## src/rtl/dmem_arbiter_if.sv

```systemverilog
// Signal bundle joining the CPU and external requesters, the arbiter and the
// single-port data memory. The arbiter connects through the slave modport.
interface dmem_arbiter_if #(
  parameter int AW = 16,
  parameter int DW = 16
);
  logic          cpu_req;
  logic          cpu_we;
  logic [AW-1:0] cpu_addr;
  logic [DW-1:0] cpu_wdata;
  logic          cpu_ack;
  logic [DW-1:0] cpu_rdata;
  logic          cpu_stall;

  logic          ext_req;
  logic          ext_we;
  logic [AW-1:0] ext_addr;
  logic [DW-1:0] ext_wdata;
  logic          ext_ack;
  logic [DW-1:0] ext_rdata;

  logic [AW-1:0] mem_addr;
  logic [DW-1:0] mem_wdata;
  logic          mem_we;
  logic          mem_re;
  logic [DW-1:0] mem_rdata;

  logic          gnt_cpu;
  logic          gnt_ext;

  modport slave (
    input  cpu_req, cpu_we, cpu_addr, cpu_wdata,
    output cpu_ack, cpu_rdata, cpu_stall,
    input  ext_req, ext_we, ext_addr, ext_wdata,
    output ext_ack, ext_rdata,
    output mem_addr, mem_wdata, mem_we, mem_re,
    input  mem_rdata,
    output gnt_cpu, gnt_ext
  );

  modport master (
    output cpu_req, cpu_we, cpu_addr, cpu_wdata,
    input  cpu_ack, cpu_rdata, cpu_stall,
    output ext_req, ext_we, ext_addr, ext_wdata,
    input  ext_ack, ext_rdata,
    input  mem_addr, mem_wdata, mem_we, mem_re,
    output mem_rdata,
    input  gnt_cpu, gnt_ext
  );
endinterface

```

## src/rtl/dmem_arbiter.sv

```systemverilog
// CPU/external arbiter and access sequencer for the mips_16 data memory.
// Define DMEM_ARB_RR_EN for round-robin tie breaking; default is fixed CPU priority.
module dmem_arbiter #(
  parameter int AW            = 16,
  parameter int DW            = 16,
  parameter int ACCESS_CYCLES = 1
) (
  input  logic          clk,
  input  logic          rst,
  dmem_arbiter_if.slave bus
);

  typedef enum logic [1:0] {IDLE, BUSY, DONE} state_e;

  localparam logic [3:0] CNT_INIT = 4'(ACCESS_CYCLES - 1);

  state_e        state_q;
  logic [3:0]    cnt_q;
  logic          owner_ext_q;
  logic          we_q;
  logic [AW-1:0] addr_q;
  logic [DW-1:0] wdata_q;
  logic          mem_we_q;
  logic          mem_re_q;
  logic          cpu_ack_q;
  logic          ext_ack_q;
  logic          gnt_cpu_q;
  logic          gnt_ext_q;
  logic [DW-1:0] cpu_rdata_q;
  logic [DW-1:0] ext_rdata_q;

  logic          win_ext_d;
  logic          we_d;
  logic [AW-1:0] addr_d;
  logic [DW-1:0] wdata_d;

`ifdef DMEM_ARB_RR_EN
  logic          last_ext_q;

  // On a tie the port that did not win last time is served.
  always_comb win_ext_d = bus.ext_req & (~bus.cpu_req | ~last_ext_q);
`else
  always_comb win_ext_d = bus.ext_req & ~bus.cpu_req;
`endif

  always_comb begin
    we_d    = win_ext_d ? bus.ext_we    : bus.cpu_we;
    addr_d  = win_ext_d ? bus.ext_addr  : bus.cpu_addr;
    wdata_d = win_ext_d ? bus.ext_wdata : bus.cpu_wdata;
  end

  always_ff @(posedge clk or negedge rst) begin
    if (!rst) begin
      state_q     <= IDLE;
      cnt_q       <= '0;
      owner_ext_q <= 1'b0;
      we_q        <= 1'b0;
      addr_q      <= '0;
      wdata_q     <= '0;
      mem_we_q    <= 1'b0;
      mem_re_q    <= 1'b0;
      cpu_ack_q   <= 1'b0;
      ext_ack_q   <= 1'b0;
      gnt_cpu_q   <= 1'b0;
      gnt_ext_q   <= 1'b0;
      cpu_rdata_q <= '0;
      ext_rdata_q <= '0;
`ifdef DMEM_ARB_RR_EN
      last_ext_q  <= 1'b1;
`endif
    end else begin
      case (state_q)
        IDLE: begin
          if (bus.cpu_req | bus.ext_req) begin
            owner_ext_q <= win_ext_d;
            gnt_cpu_q   <= ~win_ext_d;
            gnt_ext_q   <= win_ext_d;
            we_q        <= we_d;
            addr_q      <= addr_d;
            wdata_q     <= wdata_d;
            cnt_q       <= CNT_INIT;
            mem_re_q    <= ~we_d;
            // A single-cycle access has its only BUSY cycle as the write cycle.
            mem_we_q    <= we_d & (CNT_INIT == 4'd0);
`ifdef DMEM_ARB_RR_EN
            last_ext_q  <= win_ext_d;
`endif
            state_q     <= BUSY;
          end
        end
        BUSY: begin
          if (cnt_q == 4'd0) begin
            mem_re_q  <= 1'b0;
            mem_we_q  <= 1'b0;
            cpu_ack_q <= ~owner_ext_q;
            ext_ack_q <= owner_ext_q;
            if (!we_q) begin
              if (owner_ext_q) ext_rdata_q <= bus.mem_rdata;
              else             cpu_rdata_q <= bus.mem_rdata;
            end
            state_q   <= DONE;
          end else begin
            cnt_q    <= cnt_q - 4'd1;
            mem_re_q <= ~we_q;
            mem_we_q <= we_q & (cnt_q == 4'd1);
          end
        end
        DONE: begin
          cpu_ack_q <= 1'b0;
          ext_ack_q <= 1'b0;
          gnt_cpu_q <= 1'b0;
          gnt_ext_q <= 1'b0;
          state_q   <= IDLE;
        end
        default: state_q <= IDLE;
      endcase
    end
  end

  assign bus.cpu_ack   = cpu_ack_q;
  assign bus.cpu_rdata = cpu_rdata_q;
  assign bus.cpu_stall = bus.cpu_req & ~cpu_ack_q;
  assign bus.ext_ack   = ext_ack_q;
  assign bus.ext_rdata = ext_rdata_q;
  assign bus.mem_addr  = addr_q;
  assign bus.mem_wdata = wdata_q;
  assign bus.mem_we    = mem_we_q;
  assign bus.mem_re    = mem_re_q;
  assign bus.gnt_cpu   = gnt_cpu_q;
  assign bus.gnt_ext   = gnt_ext_q;

endmodule

```

## src/flat_wrapper.sv

```systemverilog
// flat-port wrapper written by rule: the top's interface ports become plain ports
module dmem_arbiter_flat 
#(
  parameter int AW            = 16,
  parameter int DW            = 16,
  parameter int ACCESS_CYCLES = 1
)
  (clk, rst, bus_cpu_req, bus_cpu_we, bus_cpu_addr, bus_cpu_wdata, bus_cpu_ack, bus_cpu_rdata, bus_cpu_stall, bus_ext_req, bus_ext_we, bus_ext_addr, bus_ext_wdata, bus_ext_ack, bus_ext_rdata, bus_mem_addr, bus_mem_wdata, bus_mem_we, bus_mem_re, bus_mem_rdata, bus_gnt_cpu, bus_gnt_ext);
  dmem_arbiter_if #(.AW(AW), .DW(DW)) bus_i ();
  input  logic clk;
  input  logic rst;
  input wire logic [$bits(bus_i.cpu_req)-1:0] bus_cpu_req;
  input wire logic [$bits(bus_i.cpu_we)-1:0] bus_cpu_we;
  input wire logic [$bits(bus_i.cpu_addr)-1:0] bus_cpu_addr;
  input wire logic [$bits(bus_i.cpu_wdata)-1:0] bus_cpu_wdata;
  output wire logic [$bits(bus_i.cpu_ack)-1:0] bus_cpu_ack;
  output wire logic [$bits(bus_i.cpu_rdata)-1:0] bus_cpu_rdata;
  output wire logic [$bits(bus_i.cpu_stall)-1:0] bus_cpu_stall;
  input wire logic [$bits(bus_i.ext_req)-1:0] bus_ext_req;
  input wire logic [$bits(bus_i.ext_we)-1:0] bus_ext_we;
  input wire logic [$bits(bus_i.ext_addr)-1:0] bus_ext_addr;
  input wire logic [$bits(bus_i.ext_wdata)-1:0] bus_ext_wdata;
  output wire logic [$bits(bus_i.ext_ack)-1:0] bus_ext_ack;
  output wire logic [$bits(bus_i.ext_rdata)-1:0] bus_ext_rdata;
  output wire logic [$bits(bus_i.mem_addr)-1:0] bus_mem_addr;
  output wire logic [$bits(bus_i.mem_wdata)-1:0] bus_mem_wdata;
  output wire logic [$bits(bus_i.mem_we)-1:0] bus_mem_we;
  output wire logic [$bits(bus_i.mem_re)-1:0] bus_mem_re;
  input wire logic [$bits(bus_i.mem_rdata)-1:0] bus_mem_rdata;
  output wire logic [$bits(bus_i.gnt_cpu)-1:0] bus_gnt_cpu;
  output wire logic [$bits(bus_i.gnt_ext)-1:0] bus_gnt_ext;
  assign bus_i.cpu_req = bus_cpu_req;
  assign bus_i.cpu_we = bus_cpu_we;
  assign bus_i.cpu_addr = bus_cpu_addr;
  assign bus_i.cpu_wdata = bus_cpu_wdata;
  assign bus_cpu_ack = bus_i.cpu_ack;
  assign bus_cpu_rdata = bus_i.cpu_rdata;
  assign bus_cpu_stall = bus_i.cpu_stall;
  assign bus_i.ext_req = bus_ext_req;
  assign bus_i.ext_we = bus_ext_we;
  assign bus_i.ext_addr = bus_ext_addr;
  assign bus_i.ext_wdata = bus_ext_wdata;
  assign bus_ext_ack = bus_i.ext_ack;
  assign bus_ext_rdata = bus_i.ext_rdata;
  assign bus_mem_addr = bus_i.mem_addr;
  assign bus_mem_wdata = bus_i.mem_wdata;
  assign bus_mem_we = bus_i.mem_we;
  assign bus_mem_re = bus_i.mem_re;
  assign bus_i.mem_rdata = bus_mem_rdata;
  assign bus_gnt_cpu = bus_i.gnt_cpu;
  assign bus_gnt_ext = bus_i.gnt_ext;
  dmem_arbiter #(.AW(AW), .DW(DW), .ACCESS_CYCLES(ACCESS_CYCLES)) u_core (.clk(clk), .rst(rst), .bus(bus_i));
endmodule
```

## config.mk

```make
export PLATFORM = sky130hd
export DESIGN_NAME = dmem_arbiter_flat
export DESIGN_NICKNAME = d
export VERILOG_FILES = /design/src/rtl/dmem_arbiter_if.sv /design/src/rtl/dmem_arbiter.sv /design/src/flat_wrapper.sv
export SDC_FILE = /design/constraint.sdc
export NUM_CORES = 1
export LEC_CHECK = 0
export ABC_AREA = 1
export CORE_UTILIZATION = 59
export CTS_BUF_LIST = sky130_fd_sc_hd__clkbuf_8
export CTS_CLUSTER_SIZE = 24
export DETAILED_ROUTE_END_ITERATION = 8
export DONT_BUFFER_PORTS = 1
export HOLD_SLACK_MARGIN = 0.03
export PLACE_DENSITY = 0.78
export SETUP_SLACK_MARGIN = 0.4
export SKIP_CTS_REPAIR_TIMING = 1
export SLEW_MARGIN = 20
export SYNTH_ARGS = -nofsm -noshare
export SYNTH_HDL_FRONTEND = slang
export SYNTH_SLANG_ARGS = --single-unit
export TNS_END_PERCENT = 100
```

## constraint.sdc

```tcl
create_clock -name clk -period 1.4 [get_ports clk]
set_input_delay 0.28 -clock clk [delete_from_list [all_inputs] [get_ports clk]]
set_output_delay 0.28 -clock clk [all_outputs]
set_load 0.01 [all_outputs]
```

[Word-level counts from Yosys, hierarchy flattened]
Cells that the tools add are included.
Storage, ports and cells
  bits in registers: 78
  bits in latches: 0
  memory bits (writable): 0
  memory bits (read-only): 0
  bits of input ports: 86
  output and inout bits: 71
  word-level logic and storage cells: 67
  memories: 0
Cells by class
  add/sub/neg operators: 1
  $mul: 0
  div/mod/pow operators: 0
  order comparisons: 0
  equality and inequality tests: 6
  shifts and indexed selects: 0
  mux-type cells: 23
  bitwise logic cells: 10
  reduce and logical (&&, ||, !) cells: 13
Operators by type and width (number)
  16-bit two-way mux: 2
  1-bit case mux with 2 select lines: 6
  2-bit AND reduction: 5
  1-bit two-way mux: 9
  4-bit two-way mux: 2
  4-bit case mux with 2 select lines: 1
  4-bit AND reduction: 2
  1-bit inverter: 6
  2-bit nonzero test: 3
  4-bit by 1-bit equality test with 1-bit output (second input constant): 1
  4-bit logical NOT: 1
  2-bit two-way mux: 2
  2-bit by 1-bit != test with 1-bit output (second input constant): 2
  2-bit case mux with 2 select lines: 1
  4-bit by 1-bit subtractor with 4-bit output (second input constant): 1
  1-bit AND: 3
  3-bit AND reduction: 1
  2-bit by 1-bit equality test with 1-bit output (second input constant): 1
  2-bit equality test (second input constant): 1
  2-bit logical NOT: 1
  2-bit != test (second input constant): 1
  1-bit OR: 1

[Longest topological paths before layout]
  word-level depth: 6
  gate-level depth with buffers: 8
  mapped depth without buffers: 8

[Worst setup path before layout]
No wires, ideal clock.
  path kind: flip-flop to flip-flop
  from: register u_core.cnt_q[0]
  to: register u_core.cpu_rdata_q[10] (netlist: u_core.bus.cpu_rdata[10])
  library setup time: 0.117 ns
  data arrival time: 1.351 ns
  required time: 1.283 ns
  setup slack: -0.068 ns
  cell stages (with the launch flop): 9
  buffers on the path: 1
  period minus slack after synthesis: 1.468 ns
  path through: dfrtp_1 -> inv_1 -> ha_1 -> nand3_4 -> nor2_4 -> nand2_1 -> buf_2 -> nand2_1 -> nand2_1
Between the ends
  word-level cells in the longest chain between the ends: 2
Ends and longest elaborated chain
  from (decl): line dmem_arbiter.sv:18  | logic [3:0] cnt_q;
  from (signal assigned): line dmem_arbiter.sv:103  | cnt_q <= cnt_q - 4'd1;
  4-bit logical NOT: line dmem_arbiter.sv:92  | if (cnt_q == 4'd0) begin
  4-bit AND reduction (no source line)
  to (signal assigned): line dmem_arbiter.sv:99  | else cpu_rdata_q <= bus.mem_rdata;
  to (decl): line dmem_arbiter.sv:29  | logic [DW-1:0] cpu_rdata_q;
Every way passes these cells.
A chain may end at the register's enable or synchronous reset.

[Worst setup path in the final report]
  from: register u_core.cnt_q[0]
  to: register u_core.cpu_rdata_q[7] (netlist: u_core.bus.cpu_rdata[7])
Same word-level chain as after synthesis.

==> results.py <==
metrics = {
    "run_status": {
        "status": "finished with violations",
        "violations": "negative hold slack, negative setup slack",
    },
    "cells_and_area": {
        "final_common_cell": "nand2_1",
        "n_antenna_cell": 0,
        "nFillCells": 325,
        "nNetsFinal": 516,
        "layout_common_cells": "nand2_1, dfrtp_1, nand3_2",
        "syn_to_final_growth_pct": 32.8,
        "drive_gt1_frac": 0.326,
    },
    "clocking": {
        "cts-root-buf": "clkbuf_8",
        "cts.sinks": 78,
        "h-tree-depth": 3,
        "clk_pin_slew_ns": 0.08,
        "numCtsBuffers": 9,
        "clkLatencyLatePin_ns": 0.34,
        "cts_tree": "yes",
        "clock_path_buffers": 2,
    },
    "pwr": {
        "power_leakage_nw": 2.49,
        "p_per_area_nw_per_um2": 2140,
        "peakVddDrop_mv": 1.27,
    },
    "die": {
        "rows": 27,
        "die_area_sq_um": 6070,
        "initial_utilization": 0.614,
        "die_y_microns": 77.9,
        "ios": 157,
        "die_w_microns": 77.9,
        "coreArea_sq_um": 5540,
    },
    "worst_setup_path": {
        "timing.rr.end": "u_core.bus.cpu_rdata[7]$_DFFE_PN0P_",
        "critPathLaunchType": "register",
        "rrSetupSlack_ns": -0.08,
        "critPathKind": "register to register",
        "critical_path_arrival_ns": 1.75,
        "reg2reg_from": "u_core.cnt_q[0]$_DFFE_PN0P_",
        "endpoint_kind": "register",
        "required_ns": 1.68,
        "r2r.worst_path.cells": 7,
        "cp_max_fo": 16,
    },
    "placed_design": {
        "pre_cts_ws_ns": -0.0748,
        "gp_congestion": 0.822,
        "port_buffers": 0,
        "hpwl_microns": 5380,
    },
    "synth": {
        "synth_fp_nets": 487,
        "ys.flop_type": "dfrtp_1",
        "synth_edf_count": 0,
        "async_flop_share": 1.00,
        "synth.avg_cell_area_sq_um": 8.52,
        "ys.warnings.count": 0,
        "yosys_register_bits": 78,
        "synth_cell_type_count": 27,
        "syn_area_sq_um": 3400,
        "synth_cells": 399,
        "synth-seq-area-share": 0.574,
    },
    "sta": {
        "worst_pin_slew_ns": 0.286,
        "fmax_mhz": 677,
        "setup_viol": 33,
        "slew_viol_final": 0,
        "fin_crit_sh": 1.05,
        "finalWorstSetupSlack_ns": -0.0766,
        "timing.hold.ws_ns": -0.379,
        "rsz0062_at_grt": "yes",
        "setup_tns_ns": -1.41,
        "finClkSkew_ns": 0.00855,
        "relSlewSlack": 0.809,
        "fin_crit_ns": 1.48,
        "finalHoldViolCount": 78,
    },
    "job": {
        "maxCapViolCount": 0,
    },
    "global_routing": {
        "grt_pass1_wl_microns": 12100,
        "antenna_found_initial": 0,
        "track_usage": 0.263,
        "grt_max_degree": 79,
        "grt_pass1_vias": 2596,
        "grt_overflow": 0,
    },
    "route": {
        "wl_per_cell_microns": 19.6,
        "vias": 2980,
        "drt_pass1_iterations": 4,
        "drc": 0,
        "drt-total-wl_microns": 9890,
        "wl_met2_microns": 5310,
        "drtIter0Drc": 140,
        "avgViaCountPerCell": 5.91,
        "ant_nets": 0,
        "routed-wl-met3_microns": 943,
        "wirelength_met1_microns": 3360,
        "top_layer": "met4",
    },
    "min_path": {
        "hold_class": "input port to asynchronous set/reset pin",
    },
}
## per-layer routing
| layer | GRT usage | up-vias |
|---|---|---|
| li1 | - | 1306 |
| met1 | 0.295 | 1466 |
| met2 | 0.451 | 184 |
| met3 | 0.0859 | 24 |
| met4 | 0.130 | 0 |
| met5 | 0 | - |
## power breakdown
part / switching (mW) / internal, mW
sequential: 1.34 / 3.32
combinational: 1.99 / 1.36
clock: 0.798 / 0.851
## flip-flops by register name (all words and copies together) (netlist names), 2 cells and up
register / flops
u_core.bus.mem_wdata: 16
u_core.bus.cpu_rdata: 16
u_core.bus.mem_addr: 16
u_core.state_q: 2
u_core.cnt_q: 4
u_core.bus.ext_rdata: 16
## critical path: stages, from the launching register on
cell and delay [ns]:
dfrtp_1 0.41, inv_2 0.08, ha_4 0.15, nand3_4 0.09, nor2_4 0.22, buf_4 0.27, nand3_1 0.11, nand2_1 0.08
## cell families (layout without fill, tap and decap cells)
kind of cell / after synthesis / in the layout / synth area share
AO/OA/AOI/OAI: 10 / 10 / 0.0169
flip-flops: 78 / 78 / 0.574
buffers and inverters: 33 / 66 / 0.0526
adder cells (fa/ha/maj): 2 / 2 / 0.00736
AND/OR/NAND/NOR: 276 / 276 / 0.349
## per-stage QoR
stage / util / total power [mW] / cell area (sq um) / std cells
after global placement: 0.642 / 6.85 / 3560 / 466
after global routing: 0.815 / 10.2 / 4520 / 504
after detailed placement: 0.642 / 7.03 / 3560 / 466
after CTS: 0.676 / 8.67 / 3750 / 481
after floorplan: - / 6.38 / 3480 / 399
final: 0.815 / 9.66 / 4520 / 504
## synthesized netlist by cell type (2+ instances only)
library cell,number,share of area
nand2_1,199,0.22
dfrtp_1,78,0.57
nand3_1,54,0.079
inv_1,13,0.014
nor2_1,8,0.0088
buf_2,6,0.0088
o21ai_0,6,0.0088
buf_4,4,0.0088
buf_6,4,0.013
inv_2,3,0.0033
nor2_2,3,0.0055
clkbuf_1,2,0.0022
ha_1,2,0.0074
nand2_4,2,0.0066
nand4_1,2,0.0037
nor2_4,2,0.0066
## worst max path at each step
stage / start / to / slack, ns
floorplan: u_core.cnt_q[0]$_DFFE_PN0P_ / u_core.bus.ext_rdata[0]$_DFFE_PN0P_ / 0.03
global placement: u_core.cnt_q[0]$_DFFE_PN0P_ / u_core.bus.ext_rdata[7]$_DFFE_PN0P_ / -0.004
detailed placement: u_core.cnt_q[0]$_DFFE_PN0P_ / u_core.bus.ext_rdata[5]$_DFFE_PN0P_ / -0.07
CTS: u_core.cnt_q[0]$_DFFE_PN0P_ / u_core.bus.ext_rdata[5]$_DFFE_PN0P_ / -0.07
global route: u_core.cnt_q[0]$_DFFE_PN0P_ / u_core.bus.ext_rdata[9]$_DFFE_PN0P_ / -0.16
finish: u_core.cnt_q[0]$_DFFE_PN0P_ / u_core.bus.cpu_rdata[7]$_DFFE_PN0P_ / -0.08
## final cells by class
type                            instances  area (sq um)  share of cell area
Sequential cell                        78          1960               0.433
Tap cell                               72          90.1              0.0199
Clock buffer                           10           138              0.0305
Clock inverter                          5          51.3              0.0114
Timing Repair Buffer                   34           427              0.0945
Multi-Input combinational cell        288          1780               0.394
Inverter                               17          73.8              0.0163
Power figures use the tool's default switching activity.
